--- config.mk ---
export PLATFORM = sky130hd
export DESIGN_NAME = inv_subbytes_sched
export DESIGN_NICKNAME = d
export VERILOG_FILES = /design/src/rtl/aes_dec_pkg.sv /design/src/rtl/inv_subbytes_lane.sv /design/src/rtl/inv_subbytes_sched.sv
export SDC_FILE = /design/constraint.sdc
export NUM_CORES = 2
export LEC_CHECK = 0
export BUFFER_PORTS_ARGS = -buffer_cell sky130_fd_sc_hd__buf_2
export CAP_MARGIN = 20
export CORE_MARGIN = 3
export CORE_UTILIZATION = 30
export DETAILED_ROUTE_END_ITERATION = 12
export PLACE_DENSITY = 0.43
export SYNTH_ARGS = -nofsm -noshare
export SYNTH_HDL_FRONTEND = slang
export SYNTH_HIERARCHICAL = 1
export SYNTH_SLANG_ARGS = --single-unit
--- constraint.sdc ---
create_clock -name clk -period 16.6 [get_ports clk]
set_clock_uncertainty 0.1 [all_clocks]
set_input_delay 2.49 -clock clk [delete_from_list [all_inputs] [get_ports clk]]
set_output_delay 2.49 -clock clk [all_outputs]
set_load 0.1 [all_outputs]
--- src/rtl/aes_dec_pkg.sv ---
// Shared AES decryption types, sizes and the GF(2^8) inverse S-box function.
package aes_dec_pkg;

  localparam int AES_STATE_BYTES = 16;
  localparam int AES_WORD_W      = 32;
  localparam int AES_STATE_W     = AES_STATE_BYTES * 8;

  typedef enum logic [1:0] {
    IDLE = 2'd0,
    RUN  = 2'd1,
    DONE = 2'd2
  } sched_state_t;

  function automatic int beats_of(input int lanes);
    return AES_STATE_BYTES / lanes;
  endfunction

  // Multiply in GF(2^8) modulo x^8 + x^4 + x^3 + x + 1.
  function automatic logic [7:0] gf_mul(input logic [7:0] a, input logic [7:0] b);
    logic [7:0] p;
    logic [7:0] x;
    p = 8'h00;
    x = a;
    for (int i = 0; i < 8; i++) begin
      if (b[i]) p = p ^ x;
      x = {x[6:0], 1'b0} ^ (x[7] ? 8'h1b : 8'h00);
    end
    return p;
  endfunction

  // x^254 is the multiplicative inverse, and maps 0 to 0 as AES requires.
  function automatic logic [7:0] gf_inv(input logic [7:0] a);
    logic [7:0] r;
    logic [7:0] sq;
    r  = 8'h01;
    sq = a;
    for (int i = 1; i < 8; i++) begin
      sq = gf_mul(sq, sq);
      r  = gf_mul(r, sq);
    end
    return r;
  endfunction

  function automatic logic [7:0] inv_sbox(input logic [7:0] b);
    logic [7:0] t;
    t = {b[6:0], b[7]} ^ {b[4:0], b[7:5]} ^ {b[1:0], b[7:2]} ^ 8'h05;
    return gf_inv(t);
  endfunction

endpackage

--- src/rtl/inv_subbytes_lane.sv ---
// SBOX_LANES parallel inverse S-boxes on a flat byte bus; purely combinational.
module inv_subbytes_lane
  import aes_dec_pkg::*;
#(
  parameter int SBOX_LANES = 4
) (
  input  logic [8*SBOX_LANES-1:0] src,
  output logic [8*SBOX_LANES-1:0] sub
);

  for (genvar i = 0; i < SBOX_LANES; i++) begin : g_sbox
    assign sub[8*i +: 8] = inv_sbox(src[8*i +: 8]);
  end

endmodule

--- src/rtl/inv_subbytes_sched.sv ---
// Folded inverse SubBytes: SBOX_LANES S-boxes swept over the state in BEATS cycles; INV_SUBBYTES_SCHED_PIPE_EN adds a lane output register.
// Result valid BEATS (+1 piped) edges after accept; no new state is taken until the result is consumed.
module inv_subbytes_sched
  import aes_dec_pkg::*;
#(
  parameter int SBOX_LANES = 4
) (
  input  logic                  clk,
  input  logic                  rst_n,
  input  logic                  in_valid,
  output logic                  in_ready,
  input  logic [AES_WORD_W-1:0] w0,
  input  logic [AES_WORD_W-1:0] w1,
  input  logic [AES_WORD_W-1:0] w2,
  input  logic [AES_WORD_W-1:0] w3,
  output logic                  out_valid,
  input  logic                  out_ready,
  output logic [AES_WORD_W-1:0] w_0,
  output logic [AES_WORD_W-1:0] w_1,
  output logic [AES_WORD_W-1:0] w_2,
  output logic [AES_WORD_W-1:0] w_3,
  output logic                  busy
);

  localparam int BEATS = beats_of(SBOX_LANES);
  localparam int BW    = (BEATS > 1) ? $clog2(BEATS) : 1;
  localparam int LW    = 8 * SBOX_LANES;
  localparam logic [BW-1:0] LAST = BW'(BEATS - 1);

  if (SBOX_LANES != 4 && SBOX_LANES != 8 && SBOX_LANES != 16) begin : g_bad_lanes
    $error("inv_subbytes_sched: SBOX_LANES must be 4, 8 or 16");
  end

  sched_state_t           st;
  logic [BW-1:0]          beat;
  logic [AES_STATE_W-1:0] state_q;
  logic [AES_STATE_W-1:0] result_q;
  logic [AES_STATE_W-1:0] out_q;
  logic [LW-1:0]          lane_src;
  logic [LW-1:0]          lane_sub;

  // Replace the lane group selected by b with d, leaving other bytes untouched.
  function automatic logic [AES_STATE_W-1:0] merge(input logic [AES_STATE_W-1:0] r,
                                                   input logic [LW-1:0] d,
                                                   input logic [BW-1:0] b);
    int sh;
    logic [AES_STATE_W-1:0] m;
    sh = int'(b) * LW;
    m  = AES_STATE_W'({LW{1'b1}}) << sh;
    return (r & ~m) | (AES_STATE_W'(d) << sh);
  endfunction

  assign lane_src = LW'(state_q >> (int'(beat) * LW));

  inv_subbytes_lane #(.SBOX_LANES(SBOX_LANES)) u_lane (
    .src(lane_src),
    .sub(lane_sub)
  );

  assign w_0 = out_q[31:0];
  assign w_1 = out_q[63:32];
  assign w_2 = out_q[95:64];
  assign w_3 = out_q[127:96];

`ifdef INV_SUBBYTES_SCHED_PIPE_EN
  logic [LW-1:0] pipe_dat;
  logic [BW-1:0] pipe_beat;
  logic          pipe_vld;
  logic          issue_done;
`endif

  // Outputs are copied from the merged result only on entry to DONE, so a
  // partially written state is never visible.
  always_ff @(posedge clk or negedge rst_n) begin
    if (!rst_n) begin
      st        <= IDLE;
      beat      <= '0;
      state_q   <= '0;
      result_q  <= '0;
      out_q     <= '0;
      in_ready  <= 1'b0;
      out_valid <= 1'b0;
      busy      <= 1'b0;
`ifdef INV_SUBBYTES_SCHED_PIPE_EN
      pipe_dat   <= '0;
      pipe_beat  <= '0;
      pipe_vld   <= 1'b0;
      issue_done <= 1'b0;
`endif
    end else begin
      case (st)
        IDLE: begin
          if (in_valid && in_ready) begin
            state_q  <= {w3, w2, w1, w0};
            result_q <= '0;
            beat     <= '0;
            st       <= RUN;
            in_ready <= 1'b0;
            busy     <= 1'b1;
`ifdef INV_SUBBYTES_SCHED_PIPE_EN
            pipe_vld   <= 1'b0;
            issue_done <= 1'b0;
`endif
          end else begin
            in_ready <= 1'b1;
          end
        end
        RUN: begin
`ifdef INV_SUBBYTES_SCHED_PIPE_EN
          pipe_vld <= 1'b0;
          if (!issue_done) begin
            pipe_dat  <= lane_sub;
            pipe_beat <= beat;
            pipe_vld  <= 1'b1;
            if (beat == LAST) begin
              beat       <= '0;
              issue_done <= 1'b1;
            end else begin
              beat <= beat + 1'b1;
            end
          end
          if (pipe_vld) begin
            result_q <= merge(result_q, pipe_dat, pipe_beat);
            if (pipe_beat == LAST) begin
              out_q     <= merge(result_q, pipe_dat, pipe_beat);
              st        <= DONE;
              out_valid <= 1'b1;
            end
          end
`else
          result_q <= merge(result_q, lane_sub, beat);
          if (beat == LAST) begin
            out_q     <= merge(result_q, lane_sub, beat);
            beat      <= '0;
            st        <= DONE;
            out_valid <= 1'b1;
          end else begin
            beat <= beat + 1'b1;
          end
`endif
        end
        DONE: begin
          if (out_ready) begin
            st        <= IDLE;
            out_valid <= 1'b0;
            busy      <= 1'b0;
            in_ready  <= 1'b1;
          end
        end
        default: st <= IDLE;
      endcase
    end
  end

endmodule

Word-level counts from Yosys, hierarchy flattened

Index checks and enable logic that the tools add are counted.

Register bits after elaboration: 391
Input bits: 132
Output and inout port bits: 131

Add/subtract/negate cells: 1
Eq/ne operators: 6
Shifts and indexed selects: 3
Mux-type cells: 829
Bitwise logic cells: 771
Reductions and logical operators: 12

Operators with widths:

| kind                                                                 | count |
|---|---|
| 8-bit bitwise XOR                                                    | 736 |
| 8-bit 2-to-1 mux                                                     | 420 |
| 5-bit 2-to-1 mux                                                     | 368 |
| 128-bit one-hot mux with 2 select lines                              | 1 |
| 128-bit AND                                                          | 1 |
| 128-bit 2-to-1 mux                                                   | 1 |
| 128-bit inverter                                                     | 1 |
| 128-bit bitwise OR                                                   | 1 |
| 32-bit by 7-bit << shifter with 128-bit output                       | 1 |
| 32-bit by 7-bit << shifter with 128-bit output, first input constant | 1 |
| 128-bit by 7-bit right shift with 32-bit output                      | 1 |
| 7-bit 2-to-1 mux                                                     | 4 |
| 1-bit inverter, first input constant                                 | 28 |
| 6-bit 2-to-1 mux                                                     | 4 |
| 2-bit 2-to-1 mux                                                     | 9 |
| 4-bit 2-to-1 mux                                                     | 4 |
| 3-bit 2-to-1 mux                                                     | 4 |
| 1-bit 2-to-1 mux                                                     | 9 |
| 3-bit AND reduction                                                  | 3 |
| 2-bit inverter                                                       | 4 |
| 2-bit AND reduction                                                  | 4 |
| 2-bit != test, second input constant                                 | 3 |
| 1-bit one-hot mux with 2 select lines                                | 3 |
| 2-bit one-hot mux with 3 select lines                                | 1 |
| other kinds (7)                                                      | 10 |

Depth between registers and ports, before layout

Depth in word-level cells: 133
Mapped depth: 75
Gate-level depth less buffers: 61

Cells and area by module

Netlist, hierarchy kept.

Modules (own cells, without submodules):

| module             | times used | cells each | area each (µm²) | sequential area each (µm²) |
|---|---|---|---|---|
| inv_subbytes_lane  | 1          | 8,267      | 59,910.0        | 0.0 |
| inv_subbytes_sched | 1          | 1,641      | 16,539.6        | 9,784.4 |

Least setup slack after synthesis

OpenSTA, ideal clock, no wires.

Kind: register -> register
Start: register beat[0]
End: register result_q[116]
Setup time: 0.078 ns
Data arrival time: 16.945 ns
Setup slack: -0.523 ns
Cell stages (with the launch flop): 73
Clock period less this slack: 17.123 ns
Cells stage by stage: dfrtp_1 buf_2 buf_2 mux4_2 buf_4 xnor2_4 xnor2_2 inv_2 buf_4 ha_1 xor2_2 xnor3_1 nand2_1 xnor2_1 xnor2_2 inv_1 buf_4 buf_2 [37 not listed] nor4_1 a21oi_1 xnor2_1 buf_2 mux2i_1 nand2_1 xnor2_1 mux2_2 o2111ai_1 xnor2_1 a21oi_1 xor2_1 buf_2 nor2_1 a311oi_1 xnor2_1 nand2_1 o2bb2ai_1

RTL lines:

| what                                                         | line                      | source |
|---|---|---|
| start: declaration                                           | inv_subbytes_sched.sv:35  | `logic [BW-1:0] beat;` |
| start signal: assignment                                     | inv_subbytes_sched.sv:138 | `beat <= beat + 1'b1;` |
| 128-bit by 7-bit right shift with 32-bit output *            | inv_subbytes_sched.sv:53  | `assign lane_src = LW'(state_q >> (int'(beat) * LW));` |
| named net lane_src[17]                                       | inv_subbytes_sched.sv:39  | `logic [LW-1:0] lane_src;` |
| 8-bit bitwise XOR *                                          | aes_dec_pkg.sv:46         | `t = {b[6:0], b[7]} ^ {b[4:0], b[7:5]} ^ {b[1:0], b[7:2]} ^ 8'h05;` |
| 5-bit 2-to-1 mux, or another cell as far along               | aes_dec_pkg.sv:26         | `x = {x[6:0], 1'b0} ^ (x[7] ? 8'h1b : 8'h00);` |
| 8-bit bitwise XOR, or another cell as far along              | aes_dec_pkg.sv:26         |  |
| 8-bit bitwise XOR, or another cell as far along              | aes_dec_pkg.sv:25         | `if (b[i]) p = p ^ x;` |
| 8-bit 2-to-1 mux / 8-bit bitwise XOR (equally long branches) | aes_dec_pkg.sv:25         |  |
| 8-bit bitwise XOR / 8-bit 2-to-1 mux (equally long branches) | aes_dec_pkg.sv:25         |  |
| [115 not listed]                                             | --                        |  |
| 8-bit bitwise XOR                                            | aes_dec_pkg.sv:25         |  |
| 8-bit 2-to-1 mux                                             | aes_dec_pkg.sv:25         |  |
| 8-bit bitwise XOR                                            | aes_dec_pkg.sv:25         |  |
| 8-bit 2-to-1 mux *                                           | aes_dec_pkg.sv:25         |  |
| named net lane_sub[20]                                       | inv_subbytes_sched.sv:40  | `logic [LW-1:0] lane_sub;` |
| 32-bit by 7-bit << shifter with 128-bit output *             | inv_subbytes_sched.sv:50  | `return (r & ~m) \| (AES_STATE_W'(d) << sh);` |
| 128-bit bitwise OR *                                         | inv_subbytes_sched.sv:50  |  |
| 128-bit one-hot mux with 2 select lines *                    | inv_subbytes_sched.sv:91  | `case (st)` |
| end signal: assignment                                       | inv_subbytes_sched.sv:131 | `result_q <= merge(result_q, lane_sub, beat);` |
| end: declaration                                             | inv_subbytes_sched.sv:37  | `logic [AES_STATE_W-1:0] result_q;` |

Mark *: on every way through the listed nets, which the timed path passes. The rest lies on a longest branch.
A chain may end at the register's enable or synchronous reset.

Worst setup path after layout

Start: register beat[0]
End: register out_q[33]

RTL lines:

| what                                                         | line                                 | source |
|---|---|---|
| 128-bit by 7-bit right shift with 32-bit output *            | inv_subbytes_sched.sv:53             |  |
| named net lane_src[6]                                        | inv_subbytes_sched.sv:39             |  |
| 8-bit bitwise XOR                                            | aes_dec_pkg.sv:46                    |  |
| 8-bit bitwise XOR *                                          | aes_dec_pkg.sv:46                    |  |
| 5-bit 2-to-1 mux / 8-bit 2-to-1 mux (equally long branches)  | aes_dec_pkg.sv:26, aes_dec_pkg.sv:25 |  |
| 8-bit bitwise XOR (on tied branches)                         | aes_dec_pkg.sv:26, aes_dec_pkg.sv:25 |  |
| 8-bit bitwise XOR / 8-bit 2-to-1 mux (equally long branches) | aes_dec_pkg.sv:25                    |  |
| 8-bit 2-to-1 mux / 8-bit bitwise XOR (equally long branches) | aes_dec_pkg.sv:25                    |  |
| [115 not listed]                                             | --                                   |  |
| 8-bit 2-to-1 mux                                             | aes_dec_pkg.sv:25                    |  |
| 8-bit bitwise XOR                                            | aes_dec_pkg.sv:25                    |  |
| 8-bit 2-to-1 mux                                             | aes_dec_pkg.sv:25                    |  |
| 8-bit bitwise XOR                                            | aes_dec_pkg.sv:25                    |  |
| 8-bit 2-to-1 mux *                                           | aes_dec_pkg.sv:25                    |  |
| named net lane_sub[1]                                        | inv_subbytes_sched.sv:40             |  |
| 32-bit by 7-bit << shifter with 128-bit output *             | inv_subbytes_sched.sv:50             |  |
| 128-bit bitwise OR *                                         | inv_subbytes_sched.sv:50             |  |
| end signal: assignment                                       | inv_subbytes_sched.sv:133            | `out_q <= merge(result_q, lane_sub, beat);` |
| end: declaration                                             | inv_subbytes_sched.sv:38             | `logic [AES_STATE_W-1:0] out_q;` |

Marks and branches as above.

==> metrics.yaml <==
run_status:
  status: "completed"
detailed_routing:
  avgViaCountPerCell: 5.28
  wl_met3_um: 9550
  wl_met1_um: 127000
  wl_um: 273000
  top_layer: "met4"
  drt_first_pass_iters: 7
  ant_nets: 0
  wl_met2_um: 131000
  drt_iter0_markers: 5443
  remaining_drc_errors: 0
  dr_total_vias: 72140
  wl_per_cell_um: 20.0
finish:
  final_common_cell: "xnor2_1"
  layout_common_cells: "xnor2_1, nand2_1, nor2_1"
  stdcell_area_um2: 89400
  area_growth_pct: 16.9
  layout-drive-gt1-share_pct: 18.0
  final_nets: 10455
clocking:
  root_buffer: "clkbuf_16"
  cts_hold_buf: 0
  ctsLongestPathBuffers: 3
  htree_levels: 2
  cts_tree: "yes"
  numClockSinks: 391
  cts_made_buffers: 47
  insertion_delay_ps: 680
  clk_pin_slew_ps: 70
setup_path:
  endpoint_kind: "flop"
  cpPeakStageDelay_ps: 610
  worstPathArrival_ps: 16300
  path_class: "flop to flop"
  worstPathMaxFanout: 11
  crit_family: "XOR/XNOR gates"
  startpoint_type: "flop"
  critPathRequiredTime_ps: 16980
  cp_slowest_cell: "mux4_2"
  rr_endpoint: "out_q[33]$_DFFE_PN0P_"
  critPathBufInv: 14
  crit_path_frequent_cell: "buf_4"
  r2r_slack_ps: 680
  startpoint: "beat[0]$_DFFE_PN0P_"
  reg2regPathDepth: 65
  r2r_start: "beat[0]$_DFFE_PN0P_"
worst_hold_path:
  holdPathStages: 2
  min_to: "out_q[48]$_DFFE_PN0P_"
  hp-class: "flop to flop"
  holdCritStartpoint: "out_q[48]$_DFFE_PN0P_"
synthesis:
  syn_area_um2: 76400
  synthArstFlopShare_pct: 100
  synth_edf_count: 0
  synth_seq_cells: 391
  syn_nets: 10073
  synth.avg_cell_area_um2: 7.72
  synth-main-ff-cell: "dfrtp_1"
  yosysWarningCount: 6
  synth_cell_types: 125
  synth_cells: 9908
  yosysSeqAreaShare_pct: 12.8
sta:
  min_period_ps: 15920
  slew_violations: 0
  finalSetupViolCount: 0
  fin_crit_sh_pct: 95.9
  hold_ws_ps: 371
  worst_slack_ps: 682
  worstMarginPinSlew_ps: 1190
  relSlewSlack_pct: 20.2
  hold_violations: 0
  fmax_mhz: 62.8
floorplanning:
  core-area_um2: 252000
  core.rowCount: 184
  num_io_pins: 263
  fp.dieH_um: 511
  die_area_um2: 261000
  die_w_um: 511
  start_util_pct: 30.3
global_routing:
  antenna_found_initial: 4
  grt_max_degree: 137
  grt_pass1_vias: 70217
  grt_first_pass_wirelength_um: 427000
  gr-usage-all-layers_pct: 20.0
  grt-ovfl-total: 0
placed_design:
  io_buffers: 262
  dp_hpwl_um: 198000
  post_dp_cell_area_um2: 84100
  pre_cts_ws_ps: -736
  place.gp.congestion: 0.871
job:
  drv_cap: 0
## metal layers
layer	global-route usage, %	up-vias
li1	-	34748
met1	27.7	35431
met2	34.1	1708
met3	1.01	253
met4	4.53	0
met5	0	-
## cells in the mapped netlist (all sizes together), types with 219 or more instances
master,instances,area (um2)
nand3,225,1130
nor3,228,1160
a21oi,555,2800
xor2,493,4800
mux2i,219,2200
clkbuf,372,1400
dfrtp,391,9780
nand2,1386,5200
buf,339,1920
nor2,1220,4600
o21ai,546,2740
xnor2,1815,17300
xnor3,268,6060
## flip-flops by register name, summed over array words and instances (netlist names)
signal	flops
out_q	128
result_q	128
state_q	128
beat	2
st	2
busy	1
in_ready	1
out_valid	1
## cell families (layout without fill, tap and decap cells)
kind of cell	Yosys count	count (layout)	share of synthesized area, %
AO/OA/AOI/OAI	2105	2105	17.9
XOR/XNOR	2631	2632	38.6
adder cells (fa/ha/maj)	37	37	0.592
buffers and inverters	830	1245	4.92
flip-flops	391	391	12.8
multiplexers	296	296	4.57
other	0	3	0
AND/OR/NAND/NOR	3618	3618	20.6
## worst min-delay path, cell delays in order (launching register included)
cell	delay, ps
dfrtp_1	340
nand2_1	40
o21ai_0	60
## worst max path at each step
stage                                      to  slack [ps]  cells after the start
global route         result_q[99]$_DFFE_PN0P_        -110                     67
CTS                  result_q[29]$_DFFE_PN0P_          10                     59
global placement     result_q[15]$_DFFE_PN0P_        -750                     58
floorplan           result_q[120]$_DFFE_PN0P_          40                     72
finish                  out_q[33]$_DFFE_PN0P_         680                     65
detailed placement    result_q[9]$_DFFE_PN0P_        -740                     57
## repair_timing
action	CTS	global route
buffers inserted	19	133
pin swaps	10	94
gates cloned	0	2
resized for setup	58	300
endpoints found under the setup margin	216	256
## final cells by class
type	count	area (um2)
clock inverter	17	219
fill	26306	163000
antenna	3	7.51
timing repair buffer	1043	7430
sequential	391	9790
multi-input combinational	8688	66000
inverter	119	452
tap	3348	4190
clock buffer	66	1330
## stage by stage
| stage | instances | util [%] | TNS, ps |
|---|---|---|---|
| finish | 13675 | 35.4 | 0 |
| global placement | 13429 | 33.3 | -57980 |
| floorplan | 9908 | - | 0 |
| global route | 13673 | 35.4 | -2030 |
| detailed placement | 13429 | 33.3 | -58550 |
| CTS | 13531 | 34.2 | 0 |
Power is not shown: default switching activity piles up to over one toggle a cycle in this logic, so the estimate is an artifact.
